`src/rtl/cmd_pkg.sv`:
```
// Shared opcodes, response codes, gain DAC table and FSM states for cmd_dispatch.
package cmd_pkg;

    localparam logic [7:0] OP_DUMP    = 8'h01;
    localparam logic [7:0] OP_GAIN    = 8'h02;
    localparam logic [7:0] OP_TRIG    = 8'h03;
    localparam logic [7:0] OP_TPOS    = 8'h04;
    localparam logic [7:0] OP_DEC     = 8'h05;
    localparam logic [7:0] OP_TCFG_WR = 8'h06;
    localparam logic [7:0] OP_TCFG_RD = 8'h07;
    localparam logic [7:0] OP_EEP_WR  = 8'h08;
    localparam logic [7:0] OP_EEP_RD  = 8'h09;
    localparam logic [7:0] OP_RD_GAIN = 8'h0A;
    localparam logic [7:0] OP_RD_DEC  = 8'h0B;
    localparam logic [7:0] OP_RD_TPOS = 8'h0C;

    localparam logic [7:0] ACK     = 8'hA5;
    localparam logic [7:0] NAK     = 8'hEE;
    localparam logic [7:0] SPI_PFX = 8'h13;
    localparam logic [2:0] SS_NONE = 3'b111;

    // Entry [i] is the AFE DAC code for gain setting i.
    localparam logic [7:0][7:0] GAIN_TBL = {8'hDD, 8'h6B, 8'h46, 8'h28,
                                            8'h14, 8'h09, 8'h05, 8'h02};

    typedef enum logic [2:0] {
        IDLE,
        DECODE,
        SPI_WAIT,
        DUMP_WAIT,
        RESP,
        RESP_WAIT
    } state_t;

endpackage

```
`src/rtl/trig_sat.sv`:
```
// Saturating clamp of the 8-bit trigger level into [TRIG_MIN, TRIG_MAX].
module trig_sat #(
    parameter int TRIG_MIN = 46,
    parameter int TRIG_MAX = 201
) (
    input  logic [7:0] lvl,
    output logic [7:0] lvl_sat
);

    localparam logic [7:0] LO = 8'(TRIG_MIN);
    localparam logic [7:0] HI = 8'(TRIG_MAX);

    always_comb begin
        lvl_sat = lvl;
        if (lvl < LO)
            lvl_sat = LO;
        else if (lvl > HI)
            lvl_sat = HI;
    end

endmodule

```
`src/rtl/cmd_dispatch.sv`:
```
// Host command decoder: holds acquisition config, runs SPI/dump transactions, returns one response per command.
// Optional register readback (opcodes 0A/0B/0C) is enabled by defining CMD_RDBK_EN.
module cmd_dispatch #(
    parameter int NUM_CH   = 3,
    parameter int DEC_W    = 4,
    parameter int TPOS_W   = 9,
    parameter int TRIG_MIN = 46,
    parameter int TRIG_MAX = 201,
    parameter int SS_TRIG  = 3,
    parameter int SS_EEP   = 4
) (
    input  logic                  clk,
    input  logic                  rst,
    input  logic [23:0]           cmd,
    input  logic                  cmd_rdy,
    output logic                  clr_cmd_rdy,
    output logic                  wrt_SPI,
    output logic [2:0]            ss,
    output logic [15:0]           SPI_data,
    input  logic                  SPI_done,
    input  logic [7:0]            EEP_data,
    output logic                  dump_en,
    output logic [1:0]            dump_chan,
    input  logic                  dump_done,
    input  logic                  set_capture_done,
    output logic [7:0]            resp_data,
    output logic                  send_resp,
    input  logic                  resp_sent,
    output logic [DEC_W-1:0]      decimator,
    output logic [TPOS_W-1:0]     trig_pos,
    output logic [5:0]            trig_cfg,
    output logic [3*NUM_CH-1:0]   gain
);

    import cmd_pkg::*;

    state_t                  state;
    logic [23:0]             cmd_q;
    logic [NUM_CH-1:0][2:0]  gain_r;

    logic [7:0] op;
    logic [1:0] cc;
    logic [2:0] ggg;
    logic       cc_ok;
    logic [7:0] lvl_sat;
    logic       unused_cmd_bits;

    assign op    = cmd_q[23:16];
    assign cc    = cmd_q[9:8];
    assign ggg   = cmd_q[12:10];
    assign cc_ok = (int'(cc) < NUM_CH);
    assign gain  = gain_r;
    assign unused_cmd_bits = ^cmd_q[15:14];

    trig_sat #(
        .TRIG_MIN (TRIG_MIN),
        .TRIG_MAX (TRIG_MAX)
    ) u_trig_sat (
        .lvl     (cmd_q[7:0]),
        .lvl_sat (lvl_sat)
    );

`ifdef CMD_RDBK_EN
    logic [2:0] gain_rd;

    always_comb begin
        gain_rd = 3'd0;
        for (int i = 0; i < NUM_CH; i++)
            if (cc == 2'(i))
                gain_rd = gain_r[i];
    end
`endif

    always_ff @(posedge clk) begin
        if (rst) begin
            state       <= IDLE;
            cmd_q       <= '0;
            clr_cmd_rdy <= 1'b0;
            wrt_SPI     <= 1'b0;
            ss          <= SS_NONE;
            SPI_data    <= '0;
            dump_en     <= 1'b0;
            dump_chan   <= '0;
            resp_data   <= '0;
            send_resp   <= 1'b0;
            decimator   <= '0;
            trig_pos    <= '0;
            trig_cfg    <= '0;
            gain_r      <= '0;
        end else begin
            clr_cmd_rdy <= 1'b0;
            wrt_SPI     <= 1'b0;
            dump_en     <= 1'b0;
            send_resp   <= 1'b0;

            case (state)
                IDLE: begin
                    if (cmd_rdy) begin
                        cmd_q       <= cmd;
                        clr_cmd_rdy <= 1'b1;
                        state       <= DECODE;
                    end
                end

                DECODE: begin
                    // Register-style commands respond immediately; the SPI and
                    // dump paths below override this and wait for completion.
                    resp_data <= ACK;
                    send_resp <= 1'b1;
                    state     <= RESP;
                    case (op)
                        OP_DUMP: begin
                            if (cc_ok) begin
                                dump_en   <= 1'b1;
                                dump_chan <= cc;
                                send_resp <= 1'b0;
                                state     <= DUMP_WAIT;
                            end else
                                resp_data <= NAK;
                        end
                        OP_GAIN: begin
                            if (cc_ok) begin
                                for (int i = 0; i < NUM_CH; i++)
                                    if (cc == 2'(i))
                                        gain_r[i] <= ggg;
                                ss        <= {1'b0, cc};
                                SPI_data  <= {SPI_PFX, GAIN_TBL[ggg]};
                                wrt_SPI   <= 1'b1;
                                send_resp <= 1'b0;
                                state     <= SPI_WAIT;
                            end else
                                resp_data <= NAK;
                        end
                        OP_TRIG: begin
                            ss        <= 3'(SS_TRIG);
                            SPI_data  <= {SPI_PFX, lvl_sat};
                            wrt_SPI   <= 1'b1;
                            send_resp <= 1'b0;
                            state     <= SPI_WAIT;
                        end
                        OP_TPOS:    trig_pos  <= cmd_q[TPOS_W-1:0];
                        OP_DEC:     decimator <= cmd_q[DEC_W-1:0];
                        OP_TCFG_WR: trig_cfg  <= cmd_q[13:8];
                        OP_TCFG_RD: resp_data <= {2'b00, trig_cfg};
                        OP_EEP_WR: begin
                            ss        <= 3'(SS_EEP);
                            SPI_data  <= {2'b01, cmd_q[13:0]};
                            wrt_SPI   <= 1'b1;
                            send_resp <= 1'b0;
                            state     <= SPI_WAIT;
                        end
                        OP_EEP_RD: begin
                            ss        <= 3'(SS_EEP);
                            SPI_data  <= {2'b00, cmd_q[13:8], 8'h00};
                            wrt_SPI   <= 1'b1;
                            send_resp <= 1'b0;
                            state     <= SPI_WAIT;
                        end
`ifdef CMD_RDBK_EN
                        OP_RD_GAIN: resp_data <= cc_ok ? {5'b0, gain_rd} : NAK;
                        OP_RD_DEC:  resp_data <= 8'(decimator);
                        OP_RD_TPOS: resp_data <= 8'(trig_pos);
`else
                        OP_RD_GAIN, OP_RD_DEC, OP_RD_TPOS: resp_data <= NAK;
`endif
                        default:    resp_data <= NAK;
                    endcase
                end

                SPI_WAIT: begin
                    if (SPI_done) begin
                        ss        <= SS_NONE;
                        resp_data <= (op == OP_EEP_RD) ? EEP_data : ACK;
                        send_resp <= 1'b1;
                        state     <= RESP;
                    end
                end

                DUMP_WAIT: begin
                    if (dump_done) begin
                        resp_data <= ACK;
                        send_resp <= 1'b1;
                        state     <= RESP;
                    end
                end

                RESP:      state <= RESP_WAIT;

                RESP_WAIT: if (resp_sent) state <= IDLE;

                default:   state <= IDLE;
            endcase

            // Placed after the decode so a same-cycle trig_cfg write loses bit 5.
            if (set_capture_done)
                trig_cfg[5] <= 1'b1;
        end
    end

endmodule

```
`config.mk`:
```
export PLATFORM = sky130hd
export DESIGN_NAME = cmd_dispatch
export DESIGN_NICKNAME = d
export VERILOG_FILES = /design/src/rtl/cmd_pkg.sv /design/src/rtl/trig_sat.sv /design/src/rtl/cmd_dispatch.sv
export SDC_FILE = /design/constraint.sdc
export NUM_CORES = 1
export LEC_CHECK = 0
export ABC_AREA = 1
export CORE_ASPECT_RATIO = 0.8
export CORE_MARGIN = 2
export CORE_UTILIZATION = 36
export DETAILED_ROUTE_END_ITERATION = 16
export SLEW_MARGIN = 20
export SYNTH_ARGS = -nofsm -noshare
export SYNTH_HDL_FRONTEND = slang
export SYNTH_SLANG_ARGS = --single-unit
export TNS_END_PERCENT = 100
```
`constraint.sdc`:
```
create_clock -name clk -period 2.85 [get_ports clk]
set_clock_uncertainty 0.05 [all_clocks]
set_input_delay 0.57 -clock clk [delete_from_list [all_inputs] [get_ports clk]]
set_output_delay 0.57 -clock clk [all_outputs]
set_load 0.02 [all_outputs]
```
## Word-level counts from Yosys, hierarchy flattened

Memories as Yosys holds them, arrays and structs flattened. A register that Yosys moved wholly into a read port is not among the register bits.
Cells that the tools add are included.

- Magnitude comparators: 4
- Equality and inequality tests: 23
- Multiplexer cells: 36
- Bitwise gates (word level): 3
- Reduce and logical (&&, ||, !) cells: 27

Operator list:

| cell | number |
|---|---|
| $pmux 16 s4 | 1 |
| $mux 8 | 6 |
| $pmux 8 s3 | 2 |
| $eq 8x3->1 const B | 4 |
| $mux 3 | 10 |
| $reduce_and 4->1 | 5 |
| $pmux 3 s3 | 2 |
| $pmux 3 s6 | 1 |
| $eq 8x2->1 const B | 2 |
| $eq 8x4->1 const B | 2 |
| $mux 16 | 1 |
| $mux 6 | 2 |
| $ne 2x2->1 const B | 5 |
| $reduce_and 2->1 | 5 |
| $reduce_and 3->1 | 3 |
| $eq 8x1->1 const B | 1 |
| $gt 8x8->1 const B | 1 |
| $lt 8x6->1 const B | 1 |
| $reduce_or 2->1 | 4 |
| $mux 7 | 1 |
| $eq 3x2->1 const B | 2 |
| $eq 3x3->1 const B | 2 |
| $mux 1 | 6 |
| $pmux 3 s2 | 1 |
| 17 further kinds | 23 |

- Register bits: 88
- ROM bits: 64
- Bits of input ports: 39
- Output and inout port bits: 61
- Word-level logic and storage cells: 111
- Memories: 1

Memory list:

| memory | depth | width | read ports | clocked after Yosys merged registers in | wr ports | line | source |
|---|---|---|---|---|---|---|---|
| (no name shown) | 8 | 8 | 1 | 1 | 0 | cmd_dispatch.sv:127 | `SPI_data <= {SPI_PFX, GAIN_TBL[ggg]};` |

## Depth between registers and ports, before layout

- Depth in word-level cells: 4
- Gate-level depth with buffers: 11
- Gate-level depth less buffers: 11

## Hierarchy

From an unflattened synthesis, not the netlist that was laid out.

- Cell total of the unflattened synthesis: 594
- Area total of the unflattened synthesis: 4423.0 um2

Modules (own cells, without submodules):

| module | instances | cells an instance | area each (um2) | sequential area each (um2) |
|---|---|---|---|---|
| cmd_dispatch | 1 | 560 | 4251.6 | 1861.8 |
| trig_sat | 1 | 34 | 171.4 | 0.0 |

## Worst setup path before layout

No wires, ideal clock.

- Kind: input -> register
- Start: in rst
- End: reg (tool-made name)
- Library setup time: 0.136 ns
- Data arrival time: 1.793 ns
- Required time: 2.664 ns
- Setup slack: 0.871 ns
- Cell stages on the path: 7
- Buffers on the path: 2
- Cell sequence: clkbuf_1 > inv_1 > clkbuf_1 > o211ai_1 > ha_1 > nand2_1 > o21ai_0

RTL lines:

| item | line | source |
|---|---|---|
| from (decl) | cmd_dispatch.sv:13 | `input logic rst,` |

==> reports/qor.txt <==
Starting Density: 37.2%
Max clock buf depth: 2
period utilisation layout: 72.3%
Top Family by Delay on Critical Path: buffers and inverters
cells along the critical path: clkdlybuf4s50_1, nand3_1, buf_4, nand2_1, nand3_1, ha_1, nand2_1, o21ai_0
postcts setup bufs: 0
Post-synth EDFFs: 0
Worst Tran Pin Value: 577 ps
Fill cells: 1070
Static Leakage: 2.20 nW
Net Sw Frac: 37.2%
largest net degree at the start of global routing: 36
Synth Register Bits: 93
clock-pin slew on the worst setup and hold paths: 60 ps
drt drc: 0
Root Buffer: clkbuf_16
CP Buf/Inv Count: 2
Yosys warning total: 0
setup violators final: 0
setup TNS: 0 ps
worst hold path type: flip-flop to flip-flop
die area: 12200 um2
starting DRC count in detailed routing: 276
max incr delay on CP: 480 ps
TritonCTS Buffers: 9
# resized after CTS: 0
antenna cells: 0
status: complete, no violations
largest area contributor in the netlist: dfxtp_1
Max H-tree Level: 3
GP Congestion: 0.833
most frequent cells in the layout: nand2_1, clkdlybuf4s50_1, dfxtp_1, a21oi_1
clk sinks: 93
Finished Layout Cells: 787
Port-buffer cells: 96
Synth Flop Type: dfxtp_1
Post-synth ARST share: 0%
most common cell after layout, fill and taps aside: nand2_1
Synth area leaders: dfxtp_1, nand2_1, a21oi_1
Critical Path Fanout Max: 8
relative slew slack: 61.3%
fmax: 0.485 GHz
First-pass DRT Iterations: 4
Core Rows: 34
CP Launch Type: input port
TritonCTS clock tree: done
Yosys top cell area share: 45.7%
Cell Pwr Density: 860 nW/um2
antenna viol nets, final: 0
I/O pin cnt: 100
P_sw: 0.00176 W
combinational power share: 35.3%
Post-Syn Instances: 544
Seq pwr share: 37.7%
clock latency on the worst-skew pair: 340 ps
Syn Area/Cell: 7.50 um2
vias in the first global route: 3478
slowest stage cell, crit path: clkdlybuf4s50_1
GRT Overall Usage: 18.6%
initial antenna violation count: 0
synthesized area: 4080 um2
global-route wire length before repair: 17800 um
routed vias: 3753
sequential area share after synthesis: 45.7%
unrepaired setup endpoints after global routing: false
Syn Nets: 588
Core Region: 11000 um2
Clk network pwr share: 27.0%
share of layout cells above drive strength 1: 8.09%
Crit. End Element: flip-flop
post-layout min period: 2060 ps
Hold Violations, Final: 0
Congestion Overflow GR: 0
# hold bufs at CTS: 0
P_int: 0.00296 W
Crit Path Category: input port to flip-flop
chip height: 99.2 um
die width: 123 um
Post-DP HPWL: 8070 um
final slew viol count: 0
drt wl/cell: 14.0 um
Overall Power: 0.00471 W
P&R area growth vs syn: 34.4%
Max-Cap Viols: 0
critical path arrival: 2220 ps
Yosys cell types: 35
total placed cells including tap cells: 772
vias per cell: 4.77
final WL: 11000 um
Peak supply drop: 0.455 mV
nets: 683
Data required, critical path: 3010 ps
tightest hold or removal path, delay by kind of cell, from the launching register on:
family | cells | cell delay, ps
flops | 1 | 310
compound gates | 1 | 50
buf+inv | 1 | 40
per-layer routing:
| metal | global-route usage, % | wire length, um | vias up |
|---|---|---|---|
| met4 | 4.20 | 91 | 0 |
| li1 | - | - | 1959 |
| met5 | 0 | 0 | - |
| met1 | 27.6 | 5770 | 1693 |
| met2 | 26.2 | 4410 | 91 |
| met3 | 5.68 | 746 | 10 |
sequential cells by signal, summed over array words and instances (netlist names), 2 cells and up, named ones only:
| signal | count |
|---|---|
| SPI_data | 15 |
| cmd_q | 22 |
| decimator | 4 |
| dump_chan | 2 |
| gain | 9 |
| resp_data | 8 |
| ss | 3 |
| state | 3 |
| trig_cfg | 6 |
| trig_pos | 9 |
cell families after synthesis:
| group | synth area share, % |
|---|---|
| and+or+nand+nor | 22.9 |
| AOI/OAI and AO/OA | 20.9 |
| adders and majority gates | 1.53 |
| other | 0.0920 |
| DFF | 45.7 |
| buffers and inverters | 8.93 |
cell type report:
class	instances	area, um2	area share, %
Clock buffer	11	243	4.43
Tap cell	144	180	3.29
Clock inverter	4	72.6	1.32
Sequential cell	93	1860	34.0
Inverter	71	267	4.86
Timing Repair Buffer	102	1010	18.4
Multi-Input combinational cell	362	1850	33.8
path summary, 6_finish.rpt:
path                from  slack (ps)          end  cells past startpoint
min          trig_pos[2]         390  trig_pos[2]                      2
max reg2reg     state[0]         910    flip-flop                      8
min reg2reg  trig_pos[2]         390  trig_pos[2]                      2
max              cmd_rdy         790    flip-flop                      8
power by group through the flow:
stage / sequential, W / combinational, W / clock [W]
after floorplan: 0.00189 / 0.000981 / 0
after global placement: 0.00180 / 0.00163 / 0
after detailed placement: 0.00180 / 0.00166 / 0
after CTS: 0.00178 / 0.00167 / 0.00130
after global routing: 0.00181 / 0.00187 / 0.00135
final: 0.00178 / 0.00167 / 0.00127
synth_stat cells (all sizes together), types with 5 or more instances:
library cell	instances
inv	71
nand3	18
dfxtp	93
nor2	49
o211ai	6
ha	5
nand2	116
a21oi	78
nor3	7
o21ai	68
buf	7
clkbuf	11
nand4	6
stage by stage:
stage | hold WS (ps) | cell area (um2) | utilization, % | setup slack [ps]
finish | 392 | 5480 | 49.9 | 789
global route | 410 | 5480 | 49.9 | 666
CTS | 394 | 5480 | 49.9 | 788
detailed placement | 384 | 5170 | 47.1 | 414
global placement | 381 | 5170 | 47.1 | 474
floorplan | 394 | 4080 | - | 871
Power figures use the tool's default switching activity.
